$ cat config.mk
export PLATFORM = sky130hd
export DESIGN_NAME = demux4_deser
export DESIGN_NICKNAME = d
export VERILOG_FILES = /design/src/rtl/demux4_deser.sv
export SDC_FILE = /design/constraint.sdc
export NUM_CORES = 1
export LEC_CHECK = 0
export CORE_UTILIZATION = 35
export DETAILED_ROUTE_END_ITERATION = 8
export GPL_TIMING_DRIVEN = 0
export PLACE_DENSITY = 0.62
export SYNTH_ARGS = -nofsm -noshare
export SYNTH_HDL_FRONTEND = slang
export SYNTH_SLANG_ARGS = --single-unit
$ cat constraint.sdc
create_clock -name clk -period 1.7 [get_ports clk]
set_input_delay 0.255 -clock clk [delete_from_list [all_inputs] [get_ports clk]]
set_output_delay 0.255 -clock clk [all_outputs]
set_load 0.03 [all_outputs]
$ cat src/rtl/demux4_deser.sv
// Serial-to-nibble deserializer: steers accepted 1-bit samples into four lanes
// (round-robin or addressed) and emits the reassembled word once all lanes are fresh.
module demux4_deser (
  input  logic       clk,
  input  logic       rst,
  input  logic       in,
  input  logic       in_valid,
  input  logic       mode,
  input  logic [1:0] select,
  input  logic       clear,
  output logic [3:0] lanes,
  output logic [3:0] lane_valid,
  output logic [3:0] word,
  output logic       word_valid,
  output logic       overrun
);

  logic [3:0] lanes_q, lanes_d;
  logic [3:0] lane_valid_q, lane_valid_d;
  logic [3:0] word_q, word_d;
  logic       word_valid_q, word_valid_d;
  logic       overrun_q, overrun_d;
  logic [1:0] ptr_q, ptr_d;
  logic       mode_q;

  logic       mode_change;
  logic       flush;
  logic       acc;
  logic       done;
  logic [1:0] tgt;
  logic [3:0] tgt_oh;

  always_comb begin
    mode_change  = (mode != mode_q);
    flush        = clear | mode_change;
    acc          = in_valid & ~flush;
    tgt          = mode ? select : ptr_q;
    tgt_oh       = 4'b0001 << tgt;
    done         = acc && ((lane_valid_q | tgt_oh) == 4'b1111);

    lanes_d      = lanes_q;
    lane_valid_d = lane_valid_q;
    word_d       = word_q;
    word_valid_d = done;
    overrun_d    = overrun_q;
    ptr_d        = ptr_q;

    if (acc) begin
      lanes_d[tgt] = in;
    end

    // A mode switch flushes like clear but must not hide an earlier overrun.
    if (flush) begin
      lane_valid_d = 4'b0000;
      ptr_d        = 2'd0;
      if (clear) begin
        overrun_d = 1'b0;
      end
    end else if (acc) begin
      lane_valid_d = done ? 4'b0000 : (lane_valid_q | tgt_oh);
      if (!mode) begin
        ptr_d = ptr_q + 2'd1;
      end else if (lane_valid_q[select]) begin
        overrun_d = 1'b1;
      end
      if (done) begin
        word_d = lanes_d;
      end
    end
  end

  always_ff @(posedge clk) begin
    if (rst) begin
      lanes_q      <= 4'b0000;
      lane_valid_q <= 4'b0000;
      word_q       <= 4'b0000;
      word_valid_q <= 1'b0;
      overrun_q    <= 1'b0;
      ptr_q        <= 2'd0;
      mode_q       <= 1'b0;
    end else begin
      lanes_q      <= lanes_d;
      lane_valid_q <= lane_valid_d;
      word_q       <= word_d;
      word_valid_q <= word_valid_d;
      overrun_q    <= overrun_d;
      ptr_q        <= ptr_d;
      mode_q       <= mode;
    end
  end

  assign lanes      = lanes_q;
  assign lane_valid = lane_valid_q;
  assign word       = word_q;
  assign word_valid = word_valid_q;
  assign overrun    = overrun_q;

endmodule
# --- Word level (Yosys, flattened, before mapping) ---
# Index checks and enable logic that the tools add are counted.
word_totals:
  ff_bits: 17
  latchBits: 0
  ram_bits: 0
  rom_bits: 0
  input_bits: 8
  output_inout_bits: 14
  wordCells: 42
  n_memories: 0
op_classes:
  add_sub_neg: 1
  multipliers: 0
  div_mod_pow: 0
  order_cmp: 3
  eq_ne: 3
  n_shift: 1
  n_mux: 13
  bitwise: 5
  reduce_logical: 9
ops:
  columns: ["cell", "n"]
  rows:
  - ["4-bit 2-to-1 mux", 2]
  - ["1-bit 2-to-1 mux", 7]
  - ["2-bit by 3-bit less-than comparator with 1-bit output, second input constant", 2]
  - ["2-bit nonzero test", 3]
  - ["4-bit bitwise mux", 1]
  - ["4-bit == test, second input constant", 1]
  - ["4-bit OR", 1]
  - ["4-bit AND reduction", 1]
  - ["1-bit by 2-bit left shift with 4-bit output, first input constant", 1]
  - ["3-bit AND reduction", 1]
  - ["2-bit by 1-bit adder with 2-bit output, second input constant", 1]
  - ["1-bit binary-select mux with 2-bit select", 1]
  - ["1-bit demux with 2-bit select", 1]
  - ["2-bit by 1-bit greater-or-equal comparator with 1-bit output, second input constant", 1]
  - ["1-bit logical AND", 2]
  - ["2-bit 2-to-1 mux", 1]
  - ["2-bit != test, second input constant", 1]
  - ["1-bit NOT", 2]
  - ["2-bit AND reduction", 1]
  - ["2-bit OR reduction", 1]
  - ["1-bit bitwise AND", 1]
  - ["1-bit != test", 1]
  - ["1-bit OR", 1]

# --- Logic depth before layout (Yosys ltp) ---
logic_depth:
  depth_word: 7
  ltp_mapped: 7
  mapped_depth_nobuf: 5

# --- Least setup slack after synthesis ---
# No wires, ideal clock.
synth_timing:
  path_kind: "register to register"
  startpoint: "reg ptr_q[0]"
  endpoint: "reg word_q[1] (netlist: word[1])"
  setup_ns: 0.091
  arrival_ns: 1.478
  required_ns: 1.609
  setup_slack_ns: 0.131
  path_stages_with_launch: 7
  path_buffers: 1
  period_less_slack_ns: 1.569
  cell_sequence: "dfxtp_1 -> buf_6 -> nor3b_2 -> a311oi_1 -> nor4_4 -> a21oi_1 -> a311oi_1"
synth_between:
  elab_chain_len: 7
synth_lines:
  columns: ["item", "line", "source"]
  rows:
  - ["start: declaration", "23", "logic [1:0] ptr_q, ptr_d;"]
  - ["start signal: assignment", "87", "ptr_q <= ptr_d;"]
  - ["2-bit 2-to-1 mux *", "37", "tgt = mode ? select : ptr_q;"]
  - ["2-bit by 3-bit less-than comparator with 1-bit output (not written as such) / 2-bit by 1-bit greater-or-equal comparator with 1-bit output (equally long branches)", "49", "lanes_d[tgt] = in;"]
  - ["1-bit logical AND (not written as such)", "49", null]
  - ["1-bit 2-to-1 mux (not written as such)", "49", null]
  - ["1-bit demux with 2-bit select", "49", null]
  - ["4-bit bitwise mux", "49", null]
  - ["4-bit 2-to-1 mux", "48", "if (acc) begin"]
  - ["end signal: assignment", "84", "word_q <= word_d;"]
  - ["end: declaration", "20", "logic [3:0] word_q, word_d;"]
# Mark *: on every way between the ends. The rest lies on a longest branch, timed or not.
# A chain may end at the register's enable or synchronous reset.

# --- Final worst setup path ---
layout_timing:
  startpoint: "reg lane_valid_q[2] (netlist: lane_valid[2])"
  endpoint: "out lane_valid[2]"
layout_rtl:
  columns: ["item", "line", "source"]
  rows:
  - ["start: declaration", "19", "logic [3:0] lane_valid_q, lane_valid_d;"]
  - ["start signal: assignment", "83", "lane_valid_q <= lane_valid_d;"]
  - ["end: declaration", "12", "output logic [3:0] lane_valid,"]
# No word-level cell between the ends.

==> impl_metrics.yaml <==
status:
  status: "finished, final reports clean"
synthesis:
  yosys.area.top_type: "dfxtp_1"
  synth_edf_count: 0
  synth_seq_cells: 17
  seq_area_frac_synth_pct: 39.94
  synthTopCellsByCount: "17 x dfxtp_1, 12 x nor2_1, 8 x a21oi_1, 5 x a311oi_1, 5 x mux2i_1"
  synth_area_um2: 852.1
  syn_nets: 96
  yosysUniqueCellTypes: 33
  yosys.area.top_type_share_pct: 39.94
  synthTopCellsByArea: "dfxtp_1 40%, mux2i_1 5.9%, nor2_1 5.3%, a311oi_1 5.1%, a21oi_1 4.7%"
  syn_avg_cell_area_um2: 9.683
  yosysWarnings: 0
  async_reset_ff_share_pct: 0
  netlist_instances: 88
  yosys_most_used_dff: "dfxtp_1"
  post-synth-top-count-cell: "dfxtp_1"
setup_path:
  cp_data_arrival_time_ns: 1.39
  r2r_slack_ns: 0.07
  crit_type: "reg -> out"
  path_buf_inv: 1
  crit_required_ns: 1.44
  end_kind: "output port"
  crit_family: "buffers and inverters"
  path_max_fanout: 4
  reg2regPathDepth: 4
  cp_slowest_stage_delay_ns: 0.69
  slowest_stage: "clkdlybuf4s50_1"
  path_cells: "clkdlybuf4s50_1"
  startpoint_type: "register"
  r2r-start: "ptr_q[1]$_SDFFE_PP0P_"
  timing.rr.end: "word[1]$_SDFFE_PP0P_"
floorplan:
  initial_utilization_pct: 37.79
  die_h_um: 51.34
  die-area_um2: 2636
  coreArea_um2: 2255
  ioPinCount: 22
  row_count: 17
  die_x_um: 51.34
hold_path:
  hold_class: "reg -> reg"
  min_path_cells: 2
  hp-start: "overrun$_SDFFE_PP0P_"
  holdPathEnd: "overrun$_SDFFE_PP0P_"
placement:
  dpl.hpwl_um: 1431
  dpl_cell_area_um2: 1097
  gp_congestion: 0.8486
  io_buffers: 21
  dp.cells: 137
timing:
  finalHoldViolations: 0
  holdWs_ns: 0.4763
  finalClockSkew_ns: 0.009636
  clock.fmax_ghz: 0.6090
  max_slew_margin_pct: 74.33
  rsz0062_at_grt: "true"
  worst_slew_pin_slew_ns: 0.3850
  final.period_utilization_pct: 96.59
  finalSetupViolCount: 0
  maxSlewViolCount: 0
  min_period_ns: 1.642
global_route:
  use_met3_pct: 2.679
  use_met1_pct: 22.50
  antenna_found_initial: 0
  grt_pass1_vias: 748
  grt_max_degree: 11
  grt.total_usage_pct: 17.67
  grt_overflow_total: 0
  busiest_layer: "met2"
  grt_pass1_wl_um: 3415
  use_met2_pct: 29.82
cells_and_area:
  nets: 124
  stdcell_area_um2: 1211
  final_core_util_pct: 53.72
  multi_input_area_um2: 538.0
  synthToLayoutAreaGrowth_pct: 42.14
  fin_cells: 143
  drive_above_1_share_pct: 23.48
  seqCellArea_um2: 341.6
  nFillCells: 240
  diodes: 0
clock_tree:
  cts_hold_buf: 0
  clock_path_buffers: 2
  cts_tree: "yes"
  cts_buffers: 3
  htree_levels: 1
  worstSkewPairLatency_ns: 0.29
  clk_transition_reported_paths_ns: 0.10
  clockRootBuffer: "clkbuf_4"
  cts.sinks: 17
detailed_routing:
  wire_per_inst_um: 13.94
  drc: 0
  wl_um: 1994
  drt-initial-drc-count: 9
  num_vias: 779
  ant_nets: 0
  dr.pass1.iters: 4
  viasPerCell: 5.448
pwr:
  leakage_nw: 0.4371
  p_per_area_nw_per_um2: 604.8
  power_mw: 0.7325
  ir_drop_uv: 535.2
job:
  drv_cap: 0
-- worst max path at each step --
stage	cells after the start	slack, ns	endpoint	startpoint
2_1_floorplan	6	0.13	word[1]$_SDFFE_PP0P_	ptr_q[0]$_SDFFE_PP0P_
3_3_place_gp	6	-0.65	word[2]$_SDFFE_PP0P_	mode
3_5_place_dp	6	-0.63	word[2]$_SDFFE_PP0P_	mode
4_1_cts	6	0.006	lane_valid[2]$_SDFFE_PP0P_	ptr_q[1]$_SDFFE_PP0P_
5_1_grt	6	-0.01	word[1]$_SDFFE_PP0P_	mode
6_report	1	0.06	lane_valid[2]	lane_valid[2]$_SDFFE_PP0P_
-- metal layers --
metal	up-vias	share of wire, %
met5	-	0
met4	0	1.1
met3	4	4.8
met2	20	48
met1	370	46
li1	385	-
-- logic make-up after synthesis --
| kind of cell | count (synthesis) | synth area share (%) |
|---|---|---|
| and+or+nand+nor | 31 | 21.00 |
| AOI/OAI and AO/OA | 28 | 24.23 |
| DFF | 17 | 39.94 |
| muxes | 7 | 10.28 |
| buffers and inverters | 5 | 4.551 |
-- where the power goes --
part           internal (mW)  switching (mW)
Sequential             0.402         0.00275
Combinational         0.0484          0.0613
Clock                 0.0912           0.127
Total                  0.541           0.191
-- cell type report --
cell class / count / area share [%]
Multi-Input combinational cell: 66 / 44.42
Sequential cell: 17 / 28.20
Timing Repair Buffer: 23 / 18.80
Buffer: 4 / 3.202
Tap cell: 28 / 2.893
Clock buffer: 4 / 2.169
Inverter: 1 / 0.3099
-- stage by stage --
stage          worst slack [ns]   TNS, ns
2_1_floorplan            0.1306         0
3_5_place_dp            -0.6277    -6.128
3_3_place_gp            -0.6450    -5.932
4_1_cts                0.005835         0
5_1_grt                -0.01375  -0.02404
6_report                0.05801         0
-- flip-flops by register name (all words and copies together), names as in the netlist --
signal	count
lanes	4
mode_q	1
overrun	1
word	4
word_valid	1
lane_valid	4
ptr_q	2
-- tightest hold or removal path, delay by kind of cell (launching register included) --
kind | cells | cell delay (ns)
flops | 1 | 0.34
compound gates | 1 | 0.04
simple gates | 1 | 0.07
-- cells in the final DEF (no fill, tap or decap), types with 2 or more instances in the layout --
cell / instances
dlygate4sd2_1: 2
dlymetal6s2s_1: 2
clkdlybuf4s50_1: 16
a311oi_1: 4
nand2_1: 3
o21ai_0: 2
clkbuf_4: 3
buf_4: 2
buf_6: 3
mux2i_1: 4
nor3b_1: 2
a211oi_2: 2
or2_2: 2
nor3b_2: 2
nand2b_1: 2
nor2_1: 12
dfxtp_1: 16
a21oi_1: 8
o21a_1: 4
-- what timing repair did --
item                       CTS  global route
setup endpoints to repair   11            10
buffers inserted             2             0
resized for setup           11             8
pin swaps                    3             1
No activity file was read; power rests on OpenSTA's default activity.
